[src/rtl/keypad_entry.sv]
// Purpose : scans a 4x4 active-low keypad, debounces one key per press and builds a two-digit decimal entry (0..MAX_VALUE).
// Latency : key_strobe one cycle after the frame-ending sample that completes debounce; entry/value/err one cycle after key_strobe.
// Backpr. : none; outputs are single-cycle pulses and level registers, there is no handshake to stall.
//
// Ports:
//   clk, rst_n     system clock, synchronous active-low reset
//   col[3:0]       keypad columns, active-low, asynchronous to clk
//   row[3:0]       row drive, active-low, exactly one bit low
//   key_code[3:0]  code of the last debounced key (0-9, A-D, E = clear, F = enter)
//   key_strobe     one-cycle pulse per debounced press
//   entry[5:0]     in-progress entry value; entry_active high while digits are held
//   value[5:0]     last committed value; value_valid pulses when it updates
//   err            one-cycle pulse when a key is rejected

module keypad_entry #(
    parameter int ROW_CYCLES = 50000,
    parameter int DEB_COUNT  = 4,
    parameter int MAX_VALUE  = 39
) (
    input  logic       clk,
    input  logic       rst_n,
    input  logic [3:0] col,
    output logic [3:0] row,
    output logic [3:0] key_code,
    output logic       key_strobe,
    output logic [5:0] entry,
    output logic       entry_active,
    output logic [5:0] value,
    output logic       value_valid,
    output logic       err
);

    localparam int SLOT_W = (ROW_CYCLES > 1) ? $clog2(ROW_CYCLES) : 1;
    localparam int CNT_W  = $clog2(DEB_COUNT + 1);

    localparam logic [SLOT_W-1:0] SLOT_LAST = SLOT_W'(ROW_CYCLES - 1);
    localparam logic [SLOT_W-1:0] SLOT_ONE  = SLOT_W'(1);
    localparam logic [CNT_W-1:0]  CNT_ONE   = CNT_W'(1);
    localparam logic [CNT_W-1:0]  CNT_DONE  = CNT_W'(DEB_COUNT);
    localparam logic [6:0]        MAX7      = 7'(MAX_VALUE);

    // Hit counts saturate at MANY: the frame only needs to tell none / one / several.
    localparam logic [1:0] HITS_NONE = 2'd0;
    localparam logic [1:0] HITS_ONE  = 2'd1;
    localparam logic [1:0] HITS_MANY = 2'd2;

    typedef enum logic [1:0] {
        S_IDLE,
        S_PRESS,
        S_HELD,
        S_REL
    } deb_state_t;

    // Physical key position to key code.
    function automatic logic [3:0] key_map(input logic [1:0] r, input logic [1:0] c);
        logic [3:0] code;
        case ({r, c})
            4'd0:    code = 4'h1;
            4'd1:    code = 4'h2;
            4'd2:    code = 4'h3;
            4'd3:    code = 4'hA;
            4'd4:    code = 4'h4;
            4'd5:    code = 4'h5;
            4'd6:    code = 4'h6;
            4'd7:    code = 4'hB;
            4'd8:    code = 4'h7;
            4'd9:    code = 4'h8;
            4'd10:   code = 4'h9;
            4'd11:   code = 4'hC;
            4'd12:   code = 4'hE;
            4'd13:   code = 4'h0;
            4'd14:   code = 4'hF;
            default: code = 4'hD;
        endcase
        return code;
    endfunction

    // ------------------------------------------------------------------
    // Column synchronizer (reset to "no key", i.e. all pulled up)
    // ------------------------------------------------------------------
    logic [3:0] col_meta;
    logic [3:0] col_sync;

    always_ff @(posedge clk) begin
        if (!rst_n) begin
            col_meta <= 4'hF;
            col_sync <= 4'hF;
        end else begin
            col_meta <= col;
            col_sync <= col_meta;
        end
    end

    // ------------------------------------------------------------------
    // Row scanner
    // ------------------------------------------------------------------
    logic [SLOT_W-1:0] slot_cnt;
    logic [1:0]        ridx;
    logic              slot_end;
    logic              frame_end;

    assign slot_end  = (slot_cnt == SLOT_LAST);
    assign frame_end = slot_end && (ridx == 2'd3);
    assign row       = ~(4'b0001 << ridx);

    always_ff @(posedge clk) begin
        if (!rst_n) begin
            slot_cnt <= '0;
            ridx     <= 2'd0;
        end else if (slot_end) begin
            slot_cnt <= '0;
            ridx     <= ridx + 2'd1;
        end else begin
            slot_cnt <= slot_cnt + SLOT_ONE;
        end
    end

    // ------------------------------------------------------------------
    // Per-slot decode and frame accumulation
    // ------------------------------------------------------------------
    logic [1:0] slot_hits;
    logic [3:0] slot_key;
    logic [1:0] acc_hits;
    logic [3:0] acc_key;
    logic [1:0] frame_hits;
    logic [3:0] frame_key;

    always_comb begin
        slot_hits = HITS_NONE;
        slot_key  = 4'h0;
        for (int c = 0; c < 4; c++) begin
            if (!col_sync[c]) begin
                if (slot_hits == HITS_NONE) begin
                    slot_key  = key_map(ridx, 2'(c));
                    slot_hits = HITS_ONE;
                end else begin
                    slot_hits = HITS_MANY;
                end
            end
        end
    end

    // Running frame result including the slot being sampled this cycle, so the
    // frame-ending sample is judged together with the three before it.
    always_comb begin
        frame_hits = acc_hits;
        frame_key  = acc_key;
        if (slot_hits != HITS_NONE) begin
            if (acc_hits == HITS_NONE) begin
                frame_hits = slot_hits;
                frame_key  = slot_key;
            end else begin
                frame_hits = HITS_MANY;
            end
        end
    end

    always_ff @(posedge clk) begin
        if (!rst_n) begin
            acc_hits <= HITS_NONE;
            acc_key  <= 4'h0;
        end else if (slot_end) begin
            if (ridx == 2'd3) begin
                acc_hits <= HITS_NONE;
                acc_key  <= 4'h0;
            end else begin
                acc_hits <= frame_hits;
                acc_key  <= frame_key;
            end
        end
    end

    logic res_none;
    logic res_single;

    assign res_none   = (frame_hits == HITS_NONE);
    assign res_single = (frame_hits == HITS_ONE);

    // ------------------------------------------------------------------
    // Debounce FSM, evaluated once per frame
    // ------------------------------------------------------------------
    deb_state_t       state;
    logic [CNT_W-1:0] cnt;
    logic [3:0]       cand;

    always_ff @(posedge clk) begin
        if (!rst_n) begin
            state      <= S_IDLE;
            cnt        <= '0;
            cand       <= 4'h0;
            key_code   <= 4'h0;
            key_strobe <= 1'b0;
        end else begin
            key_strobe <= 1'b0;
            if (frame_end) begin
                case (state)
                    S_IDLE: begin
                        if (res_single) begin
                            cand  <= frame_key;
                            cnt   <= CNT_ONE;
                            state <= S_PRESS;
                        end
                    end
                    S_PRESS: begin
                        // A different single key aborts the press rather than
                        // restarting it; the next frame starts a fresh candidate.
                        if (res_single && (frame_key == cand)) begin
                            if ((cnt + CNT_ONE) == CNT_DONE) begin
                                key_strobe <= 1'b1;
                                key_code   <= cand;
                                state      <= S_HELD;
                            end else begin
                                cnt <= cnt + CNT_ONE;
                            end
                        end else begin
                            state <= S_IDLE;
                        end
                    end
                    S_HELD: begin
                        if (res_none) begin
                            cnt   <= CNT_ONE;
                            state <= S_REL;
                        end
                    end
                    S_REL: begin
                        if (res_none) begin
                            if ((cnt + CNT_ONE) == CNT_DONE) begin
                                state <= S_IDLE;
                            end else begin
                                cnt <= cnt + CNT_ONE;
                            end
                        end else begin
                            state <= S_HELD;
                        end
                    end
                    default: state <= S_IDLE;
                endcase
            end
        end
    end

    // ------------------------------------------------------------------
    // Two-digit entry
    // ------------------------------------------------------------------
    logic [1:0] digits;
    logic [6:0] next_val;
    logic       is_digit;

    // When a second digit arrives entry holds a single digit (<= 9), so the
    // 7-bit product cannot overflow; the compare happens before truncation.
    assign next_val     = (7'({1'b0, entry}) * 7'd10) + {3'b000, key_code};
    assign is_digit     = (key_code <= 4'd9);
    assign entry_active = (digits != 2'd0);

    always_ff @(posedge clk) begin
        if (!rst_n) begin
            entry       <= 6'd0;
            digits      <= 2'd0;
            value       <= 6'd0;
            value_valid <= 1'b0;
            err         <= 1'b0;
        end else begin
            value_valid <= 1'b0;
            err         <= 1'b0;
            if (key_strobe) begin
                if (is_digit) begin
                    case (digits)
                        2'd0: begin
                            if ({3'b000, key_code} > MAX7) begin
                                err <= 1'b1;
                            end else begin
                                entry  <= {2'b00, key_code};
                                digits <= 2'd1;
                            end
                        end
                        2'd1: begin
                            if (next_val <= MAX7) begin
                                entry  <= next_val[5:0];
                                digits <= 2'd2;
                            end else begin
                                err <= 1'b1;
                            end
                        end
                        default: err <= 1'b1;
                    endcase
                end else if (key_code == 4'hF) begin
                    if (digits != 2'd0) begin
                        value       <= entry;
                        value_valid <= 1'b1;
                        entry       <= 6'd0;
                        digits      <= 2'd0;
                    end else begin
                        err <= 1'b1;
                    end
                end else if (key_code == 4'hE) begin
                    entry  <= 6'd0;
                    digits <= 2'd0;
                end
            end
        end
    end

endmodule

[config.mk]
export PLATFORM = sky130hd
export DESIGN_NAME = keypad_entry
export DESIGN_NICKNAME = d
export VERILOG_FILES = /design/src/rtl/keypad_entry.sv
export SDC_FILE = /design/constraint.sdc
export NUM_CORES = 1
export LEC_CHECK = 0
export CAP_MARGIN = 20
export CORE_MARGIN = 3
export CORE_UTILIZATION = 45
export DETAILED_ROUTE_END_ITERATION = 16
export SLEW_MARGIN = 15
export SYNTH_ARGS = -nofsm -noshare
export SYNTH_HDL_FRONTEND = slang
export SYNTH_SLANG_ARGS = --single-unit
[constraint.sdc]
create_clock -name clk -period 4.2 [get_ports clk]
set_input_delay 0.84 -clock clk [delete_from_list [all_inputs] [get_ports clk]]
set_output_delay 0.84 -clock clk [all_outputs]
set_load 0.02 [all_outputs]
# Word level (Yosys, flattened, before mapping)
# Cells that the tools add are included.
# totals
ff_bits	62
input_bits	6
out_inout_bits	24
elab_cells	130
# classes
add_sub_neg	4
n_mul	1
magnitude_cmp	2
eq_ne	22
shifts	1
n_mux	56
bitwise	5
n_reduce_logical	23
# op_table
operator	n
one-hot mux 4 bit (4 select lines)	3
two-way mux 2 bit	20
two-way mux 4 bit	10
two-way mux 6 bit	5
adder 16 x 1 -> 16 bit, second input constant	1
equality test 16 bit, second input constant	1
zero test 2 bit	8
two-way mux 3 bit	5
AND reduction 5 bit	3
!= test 3 bit, second input constant	4
one-hot mux 3 bit (4 select lines)	1
one-hot mux 6 bit (2 select lines)	1
AND reduction 4 bit	3
one-hot mux 3 bit (3 select lines)	1
equality test 2 x 1 -> 1 bit, second input constant	4
equality test 2 bit, second input constant	4
equality test 4 bit, second input constant	2
!= test 2 bit, second input constant	4
one-hot mux 2 bit (4 select lines)	1
adder 7 x 4 -> 7 bit	1
<= comparator 7 x 6 -> 1 bit, second input constant	1
two-way mux 1 bit	7
multiplier 6 x 3 -> 6 bit, second input constant	1
equality test 4 bit	1
17 further kinds	22

# Longest topological paths before layout
# Gate-level depths: netlist of the first run.
# depth
word_depth	16
depth_mapped	11
mapped_depth_nobuf	11

# Worst setup path after synthesis of the first run
# OpenSTA, ideal clock, no wires.
# synth_path
kind	reg2reg
from	register col_sync[0]
to	register cnt[1]
setup_time_ns	0.059
arrival_time_ns	3.023
required_time_ns	4.141
setup_slack_ns	1.118
stages_incl_launch_ff	12
n_path_buf	1
period_less_slack_ns	3.082
path_cell_list	dfxtp_1 -> clkbuf_1 -> inv_1 -> ha_1 -> or4b_4 -> a31oi_1 -> a31oi_1 -> or2_4 -> or4b_4 -> o22ai_4 -> mux2_2 -> nand2_1
# synth_via
elab_chain_cells	16
word_cells_on_any_way	31
classes_between	eq/ne (6); mux (18); reduce/logical (7)
# synth_lines
item	line_no	text
start, declared	82	logic [3:0] col_sync;
start signal, assigned	90	col_sync <= col_meta;
two-way mux 1 bit	132	if (!col_sync[c]) begin
zero test 2 bit	133	if (slot_hits == HITS_NONE) begin
two-way mux 2 bit	133	
two-way mux 2 bit	132	
zero test 2 bit	133	
two-way mux 2 bit	133	
two-way mux 2 bit	132	
zero test 2 bit	133	
two-way mux 4 bit or two-way mux 2 bit (tied branches)	133	
two-way mux 4 bit or two-way mux 2 bit (tied branches)	132	
two-way mux 4 bit, or another cell as far along	149	if (acc_hits == HITS_NONE) begin
two-way mux 4 bit or two-way mux 2 bit (tied branches)	148	if (slot_hits != HITS_NONE) begin
equality test 4 bit or equality test 2 x 1 -> 1 bit (tied branches)	207, 177	
logical AND 1 bit	207	if (res_single && (frame_key == cand)) begin
!= test 2 bit (no source line)	-	
AND reduction 5 bit (no source line) *	-	
end signal, assigned	213	cnt <= cnt + CNT_ONE;
end signal, assigned	230	cnt <= cnt + CNT_ONE;
end, declared	183	logic [CNT_W-1:0] cnt;
# Mark *: on every way between the ends. The rest lies on a longest branch, timed or not.
# A chain may end at the register's enable or synchronous reset.

# Worst setup path after layout of the first run
# layout_path
from	register col_sync[0]
to	register key_code[3]
# layout_via
elab_chain_cells	15
word_cells_on_any_way	26
classes_between	eq/ne (2); mux (18); reduce/logical (6)
# layout_lines
item	line_no	text
two-way mux 1 bit	132	
zero test 2 bit	133	
two-way mux 2 bit	133	
two-way mux 2 bit	132	
zero test 2 bit	133	
two-way mux 2 bit	133	
two-way mux 2 bit	132	
zero test 2 bit	133	
two-way mux 4 bit or two-way mux 2 bit (tied branches)	133	
two-way mux 4 bit or two-way mux 2 bit (tied branches)	132	
two-way mux 4 bit, or another cell as far along	149	
two-way mux 4 bit or two-way mux 2 bit (tied branches)	148	
equality test 4 bit or equality test 2 x 1 -> 1 bit (tied branches)	207, 177	
logical AND 1 bit *	207	
AND reduction 4 bit (no source line) *	-	
end signal, assigned	210	key_code <= cand;
end, declared	24	output logic [3:0] key_code,
# Marked as above.

==> flow_summary.yaml, run 1 <==
status:
  status: "complete, no violations"
synthesis:
  ys_async_sr_fraction: 0
  avgSynthCellArea_sq_um: 8.59
  synth.yosys.warnings: 0
  synth_seq_area_share: 0.365
  synthAdderAreaFrac: 0.0883
  synth-compound-area-share: 0.128
  synth_mux_area_frac: 0.0592
  synth_seq_cells: 62
  netlist_instances: 396
  synth_top_family_by_area: "simple AND/OR/NAND/NOR gates"
  netlist_area_sq_mm: 0.00340
  synth-edff-count: 0
  synth-main-ff-cell: "dfxtp_1"
  synth_xor_area_frac: 0.0669
  synthSimpleGateAreaFrac: 0.254
  yosysUniqueCellTypes: 54
  syn-num-nets: 424
placed_design:
  placedCellCount: 513
  place.gp.congestion: 0.877
  portBuffers: 29
  hpwlAfterDp_microns: 5220
critical_path:
  cp.required_ps: 4380
  startpoint: "col_sync[0]$_SDFF_PN1_"
  crit_fanout: 9
  worst_setup_path_end_kind: "register"
  path_class: "register to register"
  startpoint_type: "register"
  arrival_ps: 3530
  ff2ff_path_depth: 9
  r2r-start: "col_sync[0]$_SDFF_PN1_"
layout:
  diodes: 0
  fillers: 712
  finalNonFillerCells: 529
  nets: 453
  syn2layout_area_growth_pct: 17.4
  final_layout_size_suffix_gt1_frac: 0.0651
floorplanning:
  die_area_sq_mm: 0.00864
  fp-row-count: 31
  core_sq_mm: 0.00729
  start_util: 0.467
  die_h_microns: 93.0
  dieWidth_microns: 93.0
  ios: 30
timing:
  rsz0062_at_grt: "false"
  finClkSkew_ps: 6.44
  relSlewSlack: 0.335
  final.min_clock_period_ps: 3350
  setup_tns_ps: 0
  finalCritPeriodShare: 0.797
  finalMaxSlewViolations: 0
  worstMarginPinSlew_ps: 997
  finalSetupViolations: 0
  hold_viol_final: 0
  fmaxAchievable_ghz: 0.299
global_route:
  grt_max_degree: 33
  gr-total-overflow: 0
  grt.total_usage: 0.175
  grt_pass1_vias: 2637
  grt_first_pass_wirelength_microns: 12200
  antenna_found_initial: 0
clocking:
  root_buffer: "clkbuf_8"
  cts.path.max_buffers: 2
  cts_sinks: 62
  cts_tree: "yes"
  cts_setup_buffers: 0
  cts_resized: 0
  cts_made_buffers: 9
  clk_latency_ps: 330
  htreeDepth: 3
  cts.clk_slew.worst_paths_ps: 60
  hold_buffers: 0
drt:
  ant_nets: 0
  drc_errors: 0
  wire_per_inst_microns: 13.3
  vias_per_cell: 5.26
  dr.pass1.iters: 5
  vias: 2785
  finalWirelength_microns: 7040
  drt_iter0_drc: 86
power:
  ir_worst_vdd_v: 0.000168
  p_per_area_mw_per_mm2: 311
  p_leak_nw: 1.62
worst_hold_path:
  hp-start: "col_meta[1]$_SDFF_PN1_"
  min_path_cells: 1
  min_path_type: "register to register"
job:
  cap_violations: 0
-- worst max-delay path, cell delays in order (launching register included) --
cell and delay (ps):
dfxtp_1 470, inv_1 80, ha_1 380, maj3_1 370, o32ai_1 420, nor4b_1 480, nand3_1 180, nor4_2 510
mux2i_1 250, nor2_1 50
-- synth_stat cells (3+ instances only) --
cell,instances,area share
a211oi_1,5,0.011
a21o_1,3,0.0066
a21oi_1,22,0.032
a22oi_1,3,0.0066
a31oi_1,6,0.011
and2_1,4,0.0074
and3_1,10,0.018
clkbuf_1,12,0.013
dfxtp_1,62,0.36
ha_1,20,0.074
inv_1,23,0.025
mux2i_1,19,0.056
nand2_1,22,0.024
nand2b_1,13,0.024
nand3_1,15,0.022
nand3b_1,4,0.0088
nand4_1,6,0.011
nor2_1,62,0.068
nor3_1,8,0.012
nor4_1,3,0.0055
nor4b_1,3,0.0077
o21ai_0,6,0.0088
o21bai_1,3,0.0066
xnor2_1,15,0.039
xor2_1,11,0.028
-- cell type report --
| cell class | instances | area [sq um] | share of cell area |
|---|---|---|---|
| flip-flops and latches | 62 | 1240 | 0.311 |
| repair buffers | 30 | 298 | 0.0746 |
| clock inverters | 6 | 86.3 | 0.0216 |
| well taps | 99 | 124 | 0.0310 |
| multi-input cells | 299 | 2030 | 0.508 |
| inverters | 23 | 86.3 | 0.0216 |
| clock buffers | 10 | 128 | 0.0320 |
-- per-stage QoR --
step / power (mW) / hold WS [ps] / util / instance area [sq um] / setup slack [ps]
after global routing: 1.30 / 419 / 0.548 / 3990 / 403
final: 1.24 / 404 / 0.548 / 3990 / 852
after detailed placement: 0.694 / 392 / 0.518 / 3780 / 856
after floorplan: 0.675 / 386 / - / 3400 / 1120
after CTS: 1.26 / 407 / 0.548 / 3990 / 844
after global placement: 0.693 / 390 / 0.518 / 3780 / 994
-- flip-flops by register name, summed over array words and instances (netlist names), 2 cells and up --
signal / flops
key_code: 4
ridx: 2
acc_key: 4
value: 6
slot_cnt: 16
col_sync: 4
acc_hits: 2
col_meta: 4
cand: 4
cnt: 3
entry: 6
state: 2
digits: 2
-- cells in the final DEF, fill, tap and decap left out, types with 2 or more instances in the layout --
master,n
a32oi_1,2
nand3_1,15
nand2_1,22
xnor2_1,15
ha_1,20
nor3_1,8
a22oi_1,3
a31oi_1,6
a21oi_1,22
clkinv_2,2
and4bb_2,2
dfxtp_1,62
o21ai_0,6
a21o_1,3
bufinv_16,2
nand2b_1,13
o211ai_1,2
nor2_1,62
and3_1,10
a211oi_1,5
nor4b_1,3
clkdlybuf4s50_1,29
mux2i_1,19
nor4_1,3
inv_1,23
xor2_1,11
o21bai_1,3
nor3b_1,2
nand3b_1,4
clkbuf_8,9
nand4_1,6
or4b_4,2
fa_1,2
and2_1,4
o22ai_1,2
-- layer usage --
metal	wire length, microns	up-vias	track usage
met5	0	-	0
met1	3440	1281	0.229
li1	-	1442	-
met3	254	4	0.0349
met2	3290	58	0.279
met4	53	0	0.0757
-- cell families (layout without fill, tap and decap cells) --
logic type / Yosys count / after routing
simple gates: 166 / 166
compound gates: 64 / 64
flops: 62 / 62
buf+inv: 35 / 69
xor+xnor: 26 / 26
fa+ha+maj: 23 / 23
mux: 20 / 20
-- power by group --
| group | total (mW) | switching (mW) | internal [mW] | leakage (nW) |
|---|---|---|---|---|
| clock | 0.562 | 0.229 | 0.333 | 0.106 |
| combinational | 0.0824 | 0.0479 | 0.0345 | 1.01 |
| sequential | 0.599 | 0.00497 | 0.594 | 0.502 |
| total | 1.24 | 0.281 | 0.961 | 1.62 |
-- worst paths after layout --
check                                                 to  slack (ps)
worst max-delay path            key_code[3]$_SDFFE_PN0P_         850
worst max register to register  key_code[3]$_SDFFE_PN0P_         850
worst min register to register    col_sync[1]$_SDFF_PN1_         400
worst min-delay path              col_sync[1]$_SDFF_PN1_         400
(Power assumes the default switching activity.)
==> run 2, diff against run 1 <==
--- a/config.mk
+++ b/config.mk
@@ -9,6 +9,7 @@
 export CORE_MARGIN = 3
 export CORE_UTILIZATION = 45
 export DETAILED_ROUTE_END_ITERATION = 16
+export PLACE_DENSITY = 0.67
 export SLEW_MARGIN = 15
 export SYNTH_ARGS = -nofsm -noshare
 export SYNTH_HDL_FRONTEND = slang
==> constraint.sdc (replaced) <==
create_clock -name clk -period 2.84 [get_ports clk]
set_input_delay 0.568 -clock clk [delete_from_list [all_inputs] [get_ports clk]]
set_output_delay 0.568 -clock clk [all_outputs]
set_load 0.02 [all_outputs]
==> run 2 against run 1 <==
Effect of this change:
- total power increased by 39%
- non-clock buffer count up 30
- highest routed layer unchanged
- die area stayed put
- count of clock-buffer cells in the layout did not move
- worst hold slack improved by 7.8 ps
- clock power rose by 21%
- critical path depth grew 1
- critical path type unchanged
- final cell count up 5.7%
- first-iteration DRC count rose by 78%
- clock skew up 4.7 ps
- register-to-register slack got worse by 820 ps
- routed wire length up 9.3%
==> flow_summary.yaml, run 2 (synthesis results as in run 1) <==
power:
  p_int_mw: 1.29
  pwr-share-clk: 0.393
  swShare: 0.250
  p_per_area_mw_per_mm2: 403
  ir_worst_vdd_v: 0.000285
  p_seq_frac: 0.513
  p_total_mw: 1.73
  p_sw_mw: 0.431
  power_frac_comb: 0.094
  p_leak_nw: 1.77
layout:
  largest_reg_flops: 16
  syn2layout_area_growth_pct: 25.9
  nets: 483
  final_core_util: 0.588
  layout_common_cells: "nor2_1 (62), dfxtp_1 (60), buf_4 (30), clkdlybuf4s50_1 (29)"
  final_layout_size_suffix_gt1_frac: 0.163
  diodes: 0
  largestRegisters: "slot_cnt: 16 flops, entry: 6 flops, value: 6 flops"
  largest_register: "slot_cnt"
  final_common_cell: "nor2_1"
timing:
  worstMarginPinSlew_ps: 501
  finalMaxSlewViolations: 0
  finalSetupViolations: 0
  hold_viol_final: 0
  relSlewSlack: 0.661
  finalCritPeriodShare: 0.988
  hold_ws_ps: 412
  setup_ws_ps: 33.1
  rsz0062_at_grt: "true"
  finClkSkew_ps: 11.1
  fmaxAchievable_ghz: 0.356
  setup_tns_ps: 0
  final.min_clock_period_ps: 2810
drt:
  drc_errors: 0
  finalWirelength_microns: 7690
  vias: 2927
  vias_per_cell: 5.24
  dr.pass1.iters: 4
  ant_nets: 0
  wire_per_inst_microns: 13.8
  drt_iter0_drc: 153
clocking:
  cts_tree: "yes"
  root_buffer: "clkbuf_8"
  cts.path.max_buffers: 2
  cts_made_buffers: 9
  cts_sinks: 62
  cts.clk_slew.worst_paths_ps: 70
  clk_latency_ps: 350
  htreeDepth: 3
placed_design:
  hpwlAfterDp_microns: 5590
  portBuffers: 29
  pre_cts_ws_ps: -29.8
  place.gp.congestion: 0.900
floorplanning:
  die_h_microns: 93.0
  fp-row-count: 31
  start_util: 0.467
  dieWidth_microns: 93.0
  core_sq_mm: 0.00729
  ios: 30
  die_area_sq_mm: 0.00864
global_route:
  grt_max_degree: 28
  antenna_found_initial: 0
  grt_pass1_vias: 2781
  grt.total_usage: 0.186
  grt_first_pass_wirelength_microns: 12900
  gr-total-overflow: 0
critical_path:
  worst_setup_path_end_kind: "register"
  arrival_ps: 3040
  crit_path_frequent_cell: "or4b_4"
  cp_cell_sequence: "inv_2, ha_4, or4b_4, a31oi_4, a31oi_2, or2_4, or4b_4, o22ai_4, mux2i_1, a211oi_2"
  r2r-start: "col_sync[1]$_SDFF_PN1_"
  crit_fanout: 7
  max_stage_delay_ps: 530
  slowest_stage: "or4b_4"
  worstReg2RegEnd: "cnt[0]$_SDFFE_PN0P_"
  cp.required_ps: 3070
  startpoint_type: "register"
  r2r_slack_ps: 30
  ff2ff_path_depth: 10
  path_class: "register to register"
worst_hold_path:
  min_to: "col_sync[1]$_SDFF_PN1_"
  min_path_type: "register to register"
  hp-start: "col_meta[1]$_SDFF_PN1_"
  min_path_cells: 1
status:
  status: "complete, no violations"
job:
  cap_violations: 0
-- run 2: cell count changes in the layout (fill, tap and decap cells not counted), moves of 2 or more --
cell       previous run  this run
inv_1                23        21
dfxtp_2               0         2
a31oi_1               6         4
a21oi_2               0         2
a21oi_1              22        20
bufinv_16             2         0
buf_4                 1        30
dfxtp_1              62        60
clkinv_2              2         4
-- run 2: area by class of cell --
cell class                 count  area [sq um]
clock buffer                  10           138
clock inverter                 6          37.5
fill                         667          3010
inverter                      23          88.8
multi-input combinational    299          2120
sequential                    62          1240
tap                           99           124
timing repair buffer          60           536
-- run 2: critical path, delay by kind of cell, from the launching register on --
family / cells / cell delay (ps)
AND/OR/NAND/NOR: 3 / 1310
multiplexers: 1 / 250
flip-flops: 1 / 340
buffers and inverters: 1 / 50
adder cells (fa/ha/maj): 1 / 260
AO/OA/AOI/OAI: 4 / 500
-- run 2: power by group through the flow --
stage	Combinational, mW	Sequential (mW)	Clock [mW]
floorplan	0.101	0.903	0
global placement	0.144	0.904	0
detailed placement	0.144	0.904	0
CTS	0.145	0.884	0.703
global route	0.176	0.885	0.742
finish	0.162	0.885	0.679
-- run 2: timing repair --
| action | CTS | global route |
|---|---|---|
| pin swaps | 1 | 2 |
| endpoints found under the setup margin | 3 | 10 |
| buffers inserted | 0 | 5 |
| resized for setup | 1 | 11 |
| hold buffers | 0 | 0 |
-- run 2: metal layers --
| metal | wire length, microns | GRT usage | vias to the layer above |
|---|---|---|---|
| li1 | - | - | 1500 |
| met1 | 3760 | 0.249 | 1380 |
| met2 | 3540 | 0.292 | 36 |
| met3 | 284 | 0.0471 | 11 |
| met4 | 108 | 0.0623 | 0 |
| met5 | 0 | 0 | - |
-- run 2: per-stage QoR --
stage	area [sq um]	instances
floorplan	3450	396
global placement	4010	538
detailed placement	4010	538
CTS	4190	554
global route	4280	559
finish	4280	559
-- run 2: worst max path at each step --
stage / start / endpoint / slack, ps / cells after the start
2_1_floorplan: col_sync[0]$_SDFF_PN1_ / cnt[0]$_SDFFE_PN0P_ / -40 / 11
3_3_place_gp: col_sync[1]$_SDFF_PN1_ / cnt[0]$_SDFFE_PN0P_ / 30 / 10
3_5_place_dp: col_sync[1]$_SDFF_PN1_ / cnt[0]$_SDFFE_PN0P_ / -30 / 10
4_1_cts: col_sync[1]$_SDFF_PN1_ / cnt[0]$_SDFFE_PN0P_ / 4 / 10
5_1_grt: col_sync[1]$_SDFF_PN1_ / cnt[0]$_SDFFE_PN0P_ / -40 / 10
6_report: col_sync[1]$_SDFF_PN1_ / cnt[0]$_SDFFE_PN0P_ / 30 / 10
==> run 3, diff against run 2 <==
--- a/config.mk
+++ b/config.mk
@@ -10,6 +10,7 @@
 export CORE_UTILIZATION = 45
 export DETAILED_ROUTE_END_ITERATION = 16
 export PLACE_DENSITY = 0.67
+export RECOVER_POWER = 100
 export SLEW_MARGIN = 15
 export SYNTH_ARGS = -nofsm -noshare
 export SYNTH_HDL_FRONTEND = slang
==> run 3 against run 2 <==
Effect of this change:
- non-clock buffer count unchanged
- final cell count is the same
- global-route usage is the same
- flip-flop and latch count is the same
- final area down 0.18%
- critical path depth did not move
==> flow_summary.yaml, run 3 (synthesis results as in run 1) <==
status:
  status: "complete, no violations"
critical_path:
  startpoint_type: "register"
  r2r-start: "col_sync[1]$_SDFF_PN1_"
  crit_path_frequent_cell: "or4b_4"
  ff2ff_path_depth: 10
  worstReg2RegEnd: "cnt[0]$_SDFFE_PN0P_"
  cp_cell_sequence: "inv_2, ha_4, or4b_4, a31oi_4, a31oi_2, or2_4, or4b_4, o22ai_4, mux2i_1, a211oi_2"
  r2r_slack_ps: 40
  cp.required_ps: 3070
  path_class: "register to register"
  crit_fanout: 7
  arrival_ps: 3040
  slowest_stage: "or4b_4"
  worst_setup_path_end_kind: "register"
  max_stage_delay_ps: 530
job:
  cap_violations: 0
drt:
  finalWirelength_microns: 7670
  wl_met1_microns: 3730
  ant_nets: 0
  dr.pass1.iters: 5
  top_layer_used: "met4"
  met3_length_microns: 321
  met2_length_microns: 3510
  drt_iter0_drc: 162
  vias: 2923
  wire_per_inst_microns: 13.7
  vias_per_cell: 5.23
  drc_errors: 0
worst_hold_path:
  min_to: "col_sync[1]$_SDFF_PN1_"
  min_path_cells: 1
  min_path_type: "register to register"
  hp-start: "col_meta[1]$_SDFF_PN1_"
global_route:
  grt.total_usage: 0.186
  gr-total-overflow: 0
  antenna_found_initial: 0
  grt_max_degree: 28
  grt_first_pass_wirelength_microns: 12900
  grt_pass1_vias: 2781
layout:
  final_layout_size_suffix_gt1_frac: 0.159
  diodes: 0
  largest_register: "slot_cnt"
  nets: 483
  syn2layout_area_growth_pct: 25.7
  largest_reg_flops: 16
  largestRegisters: "slot_cnt: 16 flops, entry: 6 flops, value: 6 flops"
  final_common_cell: "nor2_1"
  layout_common_cells: "nor2_1 (62), dfxtp_1 (60), buf_4 (28), inv_1 (21), nand2_1 (21)"
floorplanning:
  die_area_sq_mm: 0.00864
  die_h_microns: 93.0
  fp-row-count: 31
  ios: 30
  start_util: 0.467
  core_sq_mm: 0.00729
  dieWidth_microns: 93.0
timing:
  finClkSkew_ps: 11.6
  rsz0062_at_grt: "true"
  finalSetupViolations: 0
  worstMarginPinSlew_ps: 593
  finalMaxSlewViolations: 0
  finalCritPeriodShare: 0.987
  final.min_clock_period_ps: 2800
  setup_ws_ps: 36.2
  hold_ws_ps: 412
  fmaxAchievable_ghz: 0.357
  hold_viol_final: 0
  relSlewSlack: 0.605
placed_design:
  pre_cts_ws_ps: -29.8
  hpwlAfterDp_microns: 5590
  place.gp.congestion: 0.900
  portBuffers: 29
clocking:
  cts_sinks: 62
  htreeDepth: 3
  cts.clk_slew.worst_paths_ps: 80
  cts.path.max_buffers: 2
  hold_buffers: 0
  root_buffer: "clkbuf_8"
  clk_latency_ps: 350
  cts_made_buffers: 9
  cts_tree: "yes"
power:
  p_per_area_mw_per_mm2: 403
  p_leak_nw: 1.83
  ir_worst_vdd_v: 0.000285
## run 3: cell types whose count changed in the layout (fill, tap and decap cells not counted), sizes merged
cell	previous run	this run
clkdlybuf4s50	29	9
dlygate4sd3	0	20
buf	31	29
clkbuf	10	12
## run 3: worst max-delay path by stage
stage	cells past startpoint	slack [ps]	end	start
3_3_place_gp	10	30	cnt[0]$_SDFFE_PN0P_	col_sync[1]$_SDFF_PN1_
2_1_floorplan	11	-40	cnt[0]$_SDFFE_PN0P_	col_sync[0]$_SDFF_PN1_
3_5_place_dp	10	-30	cnt[0]$_SDFFE_PN0P_	col_sync[1]$_SDFF_PN1_
4_1_cts	10	4	cnt[0]$_SDFFE_PN0P_	col_sync[1]$_SDFF_PN1_
6_report	10	40	cnt[0]$_SDFFE_PN0P_	col_sync[1]$_SDFF_PN1_
5_1_grt	10	-40	cnt[0]$_SDFFE_PN0P_	col_sync[1]$_SDFF_PN1_
## run 3: repair_timing
action                                  CTS  global route
resized for setup                         1            11
pin swaps                                 1             2
endpoints found under the hold margin     0             0
buffers inserted                          0             5
endpoints found under the setup margin    3            10
## run 3: power by group
group / total [mW] / leakage (nW) / switching (mW) / internal, mW
registers: 0.885 / 0.501 / 0.00642 / 0.878
clock network: 0.679 / 0.0958 / 0.343 / 0.336
logic: 0.162 / 1.23 / 0.0817 / 0.0799
## run 3: layer usage
layer  vias to the layer above  global-route usage
met4                         0              0.0623
li1                       1501                   -
met1                      1372               0.249
met5                         -                   0
met3                        11              0.0471
met2                        39               0.292
## run 3: through the flow
stage | std cells | util | setup TNS (ps) | power (mW) | area, sq um
floorplan | 396 | - | -56.2 | 1.00 | 3450
global placement | 538 | 0.550 | 0 | 1.05 | 4010
detailed placement | 538 | 0.550 | -29.8 | 1.05 | 4010
CTS | 554 | 0.575 | 0 | 1.73 | 4190
global route | 559 | 0.586 | -91.5 | 1.80 | 4280
finish | 559 | 0.586 | 0 | 1.73 | 4280
## run 3: area by class of cell
cell class / instances / area, sq um
fillers: 669 / 3020
well taps: 99 / 124
flip-flops and latches: 62 / 1240
repair buffers: 60 / 528
clock buffers: 10 / 138
clock inverters: 6 / 37.5
multi-input cells: 299 / 2120
inverters: 23 / 88.8
## run 3: critical path: cells and delay by family (launching register included)
| kind | cells | cell delay [ps] |
|---|---|---|
| DFF | 1 | 340 |
| buffers and inverters | 1 | 50 |
| adders and majority gates | 1 | 260 |
| and+or+nand+nor | 3 | 1310 |
| AOI/OAI and AO/OA | 4 | 500 |
| muxes | 1 | 250 |
